[src/rtl/rs_latch_driver.sv]
`default_nettype none
// ============================================================================
// Module   : rs_latch_driver
// Brief    : Debounced push-button front end producing clean, mutually
//            exclusive S/R pulses with dead time for a gated RS latch.
// Revision : 1.0 - initial release
// ============================================================================
module rs_latch_driver #(
    parameter int DEB_CYCLES   = 4,
    parameter int PULSE_CYCLES = 2,
    parameter int GAP_CYCLES   = 1
) (
    input  logic clk,
    input  logic rst,
    input  logic set_btn,
    input  logic clr_btn,
    output logic S,
    output logic R,
    output logic busy,
    output logic q_exp,
    output logic conflict,
    output logic overrun
);

    localparam int   c_DEB_W   = (DEB_CYCLES > 1) ? $clog2(DEB_CYCLES) : 1;
    localparam int   c_TMR_MAX = (PULSE_CYCLES > GAP_CYCLES) ? PULSE_CYCLES : GAP_CYCLES;
    localparam int   c_TMR_W   = (c_TMR_MAX > 1) ? $clog2(c_TMR_MAX) : 1;
    localparam logic c_KIND_SET = 1'b1;

    typedef enum logic [1:0] {
        ST_IDLE    = 2'd0,
        ST_PULSE_S = 2'd1,
        ST_PULSE_R = 2'd2,
        ST_GAP     = 2'd3
    } state_t;

    logic [1:0] w_raw;
    logic [1:0] w_rise;

    assign w_raw = {clr_btn, set_btn};

    // Bit 0 is the set button, bit 1 the clear button.
    genvar gi;
    for (gi = 0; gi < 2; gi++) begin : g_btn
        logic               r_sync1;
        logic               r_sync2;
        logic               r_deb;
        logic               r_deb_d;
        logic [c_DEB_W-1:0] r_cnt;

        always_ff @(posedge clk) begin
            if (rst) begin
                r_sync1 <= 1'b0;
                r_sync2 <= 1'b0;
                r_deb   <= 1'b0;
                r_deb_d <= 1'b0;
                r_cnt   <= '0;
            end else begin
                r_sync1 <= w_raw[gi];
                r_sync2 <= r_sync1;
                r_deb_d <= r_deb;
                if (r_sync2 == r_deb) begin
                    r_cnt <= '0;
                end else if (r_cnt == c_DEB_W'(DEB_CYCLES - 1)) begin
                    r_deb <= ~r_deb;
                    r_cnt <= '0;
                end else begin
                    r_cnt <= r_cnt + c_DEB_W'(1);
                end
            end
        end

        assign w_rise[gi] = r_deb & ~r_deb_d;
    end

    state_t               r_state;
    state_t               w_state_nxt;
    logic [c_TMR_W-1:0]   r_tmr;
    logic [c_TMR_W-1:0]   w_tmr_nxt;
    logic                 w_accept;
    logic                 w_pulse_end;

    logic r_slot_valid;
    logic r_slot_kind;
    logic w_slot_valid_nxt;
    logic w_slot_kind_nxt;
    logic w_conflict;
    logic w_overrun;

    logic r_busy;
    logic r_q;
    logic r_conflict;
    logic r_overrun;

    always_comb begin
        w_state_nxt = r_state;
        w_tmr_nxt   = r_tmr;
        w_accept    = 1'b0;
        case (r_state)
            ST_IDLE: begin
                if (r_slot_valid) begin
                    w_accept    = 1'b1;
                    w_state_nxt = (r_slot_kind == c_KIND_SET) ? ST_PULSE_S : ST_PULSE_R;
                    w_tmr_nxt   = '0;
                end
            end
            ST_PULSE_S, ST_PULSE_R: begin
                if (r_tmr == c_TMR_W'(PULSE_CYCLES - 1)) begin
                    w_state_nxt = ST_GAP;
                    w_tmr_nxt   = '0;
                end else begin
                    w_tmr_nxt = r_tmr + c_TMR_W'(1);
                end
            end
            ST_GAP: begin
                if (r_tmr == c_TMR_W'(GAP_CYCLES - 1)) begin
                    w_state_nxt = ST_IDLE;
                    w_tmr_nxt   = '0;
                end else begin
                    w_tmr_nxt = r_tmr + c_TMR_W'(1);
                end
            end
            default: begin
                w_state_nxt = ST_IDLE;
                w_tmr_nxt   = '0;
            end
        endcase
    end

    assign w_pulse_end = ((r_state == ST_PULSE_S) || (r_state == ST_PULSE_R)) &&
                         (w_state_nxt == ST_GAP);

    // A request landing on the accept edge refills the slot rather than
    // counting as an overrun of the command being consumed.
    always_comb begin
        w_slot_valid_nxt = r_slot_valid & ~w_accept;
        w_slot_kind_nxt  = r_slot_kind;
        w_conflict       = 1'b0;
        w_overrun        = 1'b0;
        if (w_rise[0] && w_rise[1]) begin
            w_conflict = 1'b1;
        end else if (w_rise[0] || w_rise[1]) begin
            w_overrun        = r_slot_valid & ~w_accept & (r_slot_kind != w_rise[0]);
            w_slot_valid_nxt = 1'b1;
            w_slot_kind_nxt  = w_rise[0];
        end
    end

    always_ff @(posedge clk) begin
        if (rst) begin
            r_state      <= ST_IDLE;
            r_tmr        <= '0;
            r_slot_valid <= 1'b0;
            r_slot_kind  <= 1'b0;
            r_busy       <= 1'b0;
            r_q          <= 1'b0;
            r_conflict   <= 1'b0;
            r_overrun    <= 1'b0;
        end else begin
            r_state      <= w_state_nxt;
            r_tmr        <= w_tmr_nxt;
            r_slot_valid <= w_slot_valid_nxt;
            r_slot_kind  <= w_slot_kind_nxt;
            // busy also covers the first IDLE cycle after GAP
            r_busy       <= (w_state_nxt != ST_IDLE) || (r_state == ST_GAP);
            r_conflict   <= w_conflict;
            r_overrun    <= w_overrun;
            if (w_pulse_end) begin
                r_q <= (r_state == ST_PULSE_S);
            end
        end
    end

    assign S        = (r_state == ST_PULSE_S);
    assign R        = (r_state == ST_PULSE_R);
    assign busy     = r_busy;
    assign q_exp    = r_q;
    assign conflict = r_conflict;
    assign overrun  = r_overrun;

endmodule
`default_nettype wire

[config.mk]
export PLATFORM = sky130hd
export DESIGN_NAME = rs_latch_driver
export DESIGN_NICKNAME = d
export VERILOG_FILES = /design/src/rtl/rs_latch_driver.sv
export SDC_FILE = /design/constraint.sdc
export NUM_CORES = 1
export LEC_CHECK = 0
export ABC_CLOCK_PERIOD_IN_PS = 4300
export BUFFER_PORTS_ARGS = -buffer_cell sky130_fd_sc_hd__buf_4
export CAP_MARGIN = 20
export CORE_MARGIN = 2
export CORE_UTILIZATION = 50
export DETAILED_ROUTE_END_ITERATION = 12
export GPL_TIMING_DRIVEN = 1
export HOLD_SLACK_MARGIN = 0.15
export MAX_ROUTING_LAYER = met4
export PLACE_DENSITY = 0.7
export SLEW_MARGIN = 40
export SYNTH_ARGS = -nofsm -noshare
export SYNTH_HDL_FRONTEND = slang
export SYNTH_SLANG_ARGS = --single-unit
[constraint.sdc]
create_clock -name clk -period 4.3 [get_ports clk]
set_input_delay 0.86 -clock clk [delete_from_list [all_inputs] [get_ports clk]]
set_output_delay 0.86 -clock clk [all_outputs]
set_load 0.01 [all_outputs]
==> flow_summary.html <==
<table>
<tr><th>Metric</th><th>Value</th></tr>
<tr><th colspan="2">STA</th></tr>
<tr><td>Number of endpoints failing setup at the final stage</td><td>0</td></tr>
<tr><td>Number of max-slew violations in the final report</td><td>0</td></tr>
<tr><td>Post-route clock period utilization</td><td>about half</td></tr>
<tr><td>Maximum clock frequency</td><td>483 MHz</td></tr>
<tr><td>Worst Max-Slew Pin Slew</td><td>roughly 0.53 ns</td></tr>
<tr><td>Fin crit period</td><td>2.07 ns</td></tr>
<tr><td>Number of failing hold endpoints at the final stage</td><td>0</td></tr>
<tr><td>Unrepaired setup endpoints after global routing</td><td>false</td></tr>
<tr><td>Relative slew margins</td><td>64.6%</td></tr>
<tr><td>Worst-case clock skew</td><td>0.00122 ns</td></tr>
<tr><td>Final TNS setup</td><td>0 ns</td></tr>
<tr><th colspan="2">Global routing</th></tr>
<tr><td>Antenna violations before repair</td><td>0</td></tr>
<tr><td>Grt ovf</td><td>0</td></tr>
<tr><td>First-pass GRT wire length</td><td>1910 µm</td></tr>
<tr><td>Number of global-route vias before repair</td><td>486</td></tr>
<tr><td>Aggregate global-route resource usage</td><td>12.9%</td></tr>
<tr><td>Pin count of the biggest net entering global routing</td><td>20</td></tr>
<tr><th colspan="2">Synthesis</th></tr>
<tr><td>Post-synth design cell area</td><td>between 800 and 900 µm²</td></tr>
<tr><td>Number of warning messages in the yosys log</td><td>0</td></tr>
<tr><td>Simple-gate share of the synthesized area</td><td>a little under a fifth</td></tr>
<tr><td>Adder-cell share of the synthesized area</td><td>between 10% and 20%</td></tr>
<tr><td>Net count after synthesis</td><td>101</td></tr>
<tr><td>Synth Area in Compound Gates</td><td>4.84%</td></tr>
<tr><td>Largest family of logic cells by synthesized area</td><td>simple AND/OR/NAND/NOR gates</td></tr>
<tr><td>Share of cell area taken by muxes after synthesis</td><td>approximately 7%</td></tr>
<tr><td>Synthesized-area fraction occupied by xor and xnor cells</td><td>2.99%</td></tr>
<tr><td>Synthesized area per cell</td><td>10.0 µm²</td></tr>
<tr><td>Number of storage elements in the synthesis netlist</td><td>21</td></tr>
<tr><td>Syn Inst Count</td><td>88</td></tr>
<tr><td>Share of the yosys chip area belonging to registers</td><td>47.8%</td></tr>
<tr><td>Number of distinct standard cells referenced by the synthesized netlist</td><td>21</td></tr>
<tr><th colspan="2">CTS</th></tr>
<tr><td>Maximum level of the CTS H-tree</td><td>1</td></tr>
<tr><td>TritonCTS clock tree</td><td>built</td></tr>
<tr><td>Sink count of the clock tree</td><td>21</td></tr>
<tr><td>Number of gates resized after cts</td><td>0</td></tr>
<tr><td>Clock insertion delay at the later pin of the skew report</td><td>0.29 ns</td></tr>
<tr><td>Buffer type at the clock tree root</td><td>clkbuf_4</td></tr>
<tr><td>TritonCTS buffer count</td><td>3</td></tr>
<tr><td>Hold_buf cts</td><td>0</td></tr>
<tr><td>Number of buffers inserted to repair setup after CTS</td><td>0</td></tr>
<tr><td>Reg clk slew, reported paths</td><td>0.11 ns</td></tr>
<tr><td>CTS max path bufs</td><td>2</td></tr>
<tr><th colspan="2">Floorplan</th></tr>
<tr><td>Number of standard-cell rows in the floorplan</td><td>15</td></tr>
<tr><td>Die Footprint</td><td>0.00211 mm²</td></tr>
<tr><td>Io pins</td><td>10</td></tr>
<tr><td>Die span in x</td><td>between 40 and 50 µm</td></tr>
<tr><td>Initial standard-cell utilization of the core</td><td>between 50% and 60%</td></tr>
<tr><td>Overall die height</td><td>45.9 µm</td></tr>
<tr><td>Standard cell core area</td><td>0.00169 mm²</td></tr>
<tr><th colspan="2">Pwr</th></tr>
<tr><td>Static Leak</td><td>about 0.43 nW</td></tr>
<tr><td>Peak supply drop</td><td>approximately 0.19 mV</td></tr>
<tr><td>Design Power</td><td>295 µW</td></tr>
<tr><td>Cell Pwr Density</td><td>302 mW/mm²</td></tr>
<tr><th colspan="2">Routing</th></tr>
<tr><td>DRC</td><td>0</td></tr>
<tr><td>Number of design-rule violations left by the first detailed-router iteration</td><td>2</td></tr>
<tr><td>Wirelength, routed</td><td>1190 µm</td></tr>
<tr><td>Total iterations of the first detailed-routing run</td><td>2</td></tr>
<tr><td>Per-cell routed wire length</td><td>10.3 µm</td></tr>
<tr><td>Routed Antenna Nets</td><td>0</td></tr>
<tr><td>Number of vias in the routed layout</td><td>578</td></tr>
<tr><td>Vias per cell</td><td>4.98</td></tr>
<tr><th colspan="2">Worst setup path</th></tr>
<tr><td>CP Launch Type</td><td>flop</td></tr>
<tr><td>Worst EP arrival</td><td>1.21 ns</td></tr>
<tr><td>Category of the most critical setup path</td><td>flop to primary output</td></tr>
<tr><td>Type of destination of the critical path</td><td>primary output</td></tr>
<tr><td>Worst-path fanout max</td><td>6</td></tr>
<tr><td>Endpoint required time on the critical path</td><td>3.44 ns</td></tr>
<tr><th colspan="2">Run</th></tr>
<tr><td>Number of maximum-capacitance constraint violations</td><td>0</td></tr>
<tr><th colspan="2">Cells and area</th></tr>
<tr><td>Post-Route Utilization</td><td>57.8%</td></tr>
<tr><td># nets final</td><td>between 100 and 150</td></tr>
<tr><td>FILL cells</td><td>approximately 160</td></tr>
<tr><td>Area growth syn-to-layout</td><td>11.0%</td></tr>
<tr><td>Layout cell share with drive strength beyond 1</td><td>between 10% and 20%</td></tr>
<tr><td>Inserted Diodes</td><td>0</td></tr>
<tr><th colspan="2">Status</th></tr>
<tr><td>Status</td><td>completed</td></tr>
<tr><th colspan="2">Placed design</th></tr>
<tr><td>Number of input and output port buffers inserted</td><td>9</td></tr>
<tr><td>Placer Congestion</td><td>0.811</td></tr>
<tr><td>Post-DP HPWL</td><td>902 µm</td></tr>
<tr><th colspan="2">Hold path</th></tr>
<tr><td>Path type of the worst min-delay path</td><td>flop to flop</td></tr>
</table>
==> power by group <==
group          leakage [nW]  switching, mW  internal, mW  total [mW]
Sequential            0.170       0.000890         0.197       0.198
Combinational         0.248        0.00366       0.00371     0.00738
Clock                0.0150         0.0539        0.0361      0.0899
Total                 0.433         0.0584         0.236       0.295
==> flip-flops by register name, summed over array words and instances, names as in the netlist, 2 cells and up <==
register and cells:
g_btn.r_cnt 4, g_btn.r_deb 2, g_btn.r_deb_d 2, r_state 2
g_btn.r_sync2 2, g_btn.r_sync1 2
==> stage by stage <==
stage	worst slack, ns	instances	cell area [µm²]	hold slack, ns
3_3_place_gp	2.36	112	950	0.405
6_report	2.23	116	976	0.427
3_5_place_dp	2.25	112	950	0.415
2_1_floorplan	2.42	88	880	0.397
4_1_cts	2.21	116	976	0.432
5_1_grt	2.16	116	976	0.445
==> worst paths after layout <==
path                                                    from                           end  slack, ns  cells past startpoint
worst max-delay path                   r_state[0]$_SDFF_PP0_                             R       2.23                      3
worst min-delay path            g_btn[0].r_cnt[0]$_SDFF_PP0_  g_btn[0].r_cnt[0]$_SDFF_PP0_       0.43                      1
worst max register to register         r_state[0]$_SDFF_PP0_            q_exp$_SDFFE_PP0P_       2.24                      6
worst min register to register  g_btn[0].r_cnt[0]$_SDFF_PP0_  g_btn[0].r_cnt[0]$_SDFF_PP0_       0.43                      1
==> cell families (layout without fill, tap and decap cells) <==
logic type,Yosys count,after routing
compound gates,6,6
xor+xnor,3,3
fa+ha+maj,9,9
buf+inv,12,23
flops,21,21
mux,6,6
simple gates,31,31
==> cell usage in the layout, fill, tap and decap left out <==
cell type   n
and2b_2     1
mux2i_1     6
inv_1      10
or4_1       1
a21oi_1     2
ha_1        9
and3_2      1
nand3_1     1
buf_4       9
xnor2_1     3
a31oi_1     1
or3_1       2
nor3_1      1
nor2b_1     9
clkbuf_1    1
a221oi_1    1
o31ai_1     1
nor2_1     14
clkbuf_4    3
a221o_1     1
nand2b_1    1
dfxtp_1    21
==> cells in the mapped netlist <==
cell type / n / area share (%)
ha_1: 9 / 13
nor2b_1: 9 / 6.4
o31ai_1: 1 / 0.85
nor2_1: 14 / 6.0
buf_6: 1 / 1.3
buf_4: 1 / 0.85
a31oi_1: 1 / 0.71
a221o_1: 1 / 1.1
or4_1: 1 / 0.85
a221oi_1: 1 / 1.0
and2b_2: 1 / 1.0
dfxtp_1: 21 / 48
and3_2: 1 / 0.85
a21oi_1: 2 / 1.1
mux2i_1: 6 / 6.8
or3_1: 2 / 1.4
inv_1: 10 / 4.3
xnor2_1: 3 / 3.0
nor3_1: 1 / 0.57
nand3_1: 1 / 0.57
nand2b_1: 1 / 0.71
==> final cells by class <==
class                   count  area, µm²  area share, %
well taps                  17       21.3           2.18
clock buffers               4       26.3           2.69
inverters                  10       37.5           3.85
multi-input cells          55        403           41.3
flip-flops and latches     21        420           43.1
repair buffers              9       67.6           6.92
==> critical path: stages, from the launching register on <==
cell and delay, ns:
dfxtp_1 0.44, inv_1 0.12, ha_1 0.22, buf_4 0.14
==> metal layers <==
layer / GRT usage, % / vias to the layer above / share of wire, %
met5: - / - / 0
met4: 8.57 / 0 / 1.2
met3: 2.38 / 2 / 3.1
met2: 20.8 / 8 / 48
met1: 14.3 / 261 / 48
li1: - / 307 / -
Power figures use the tool's default switching activity.
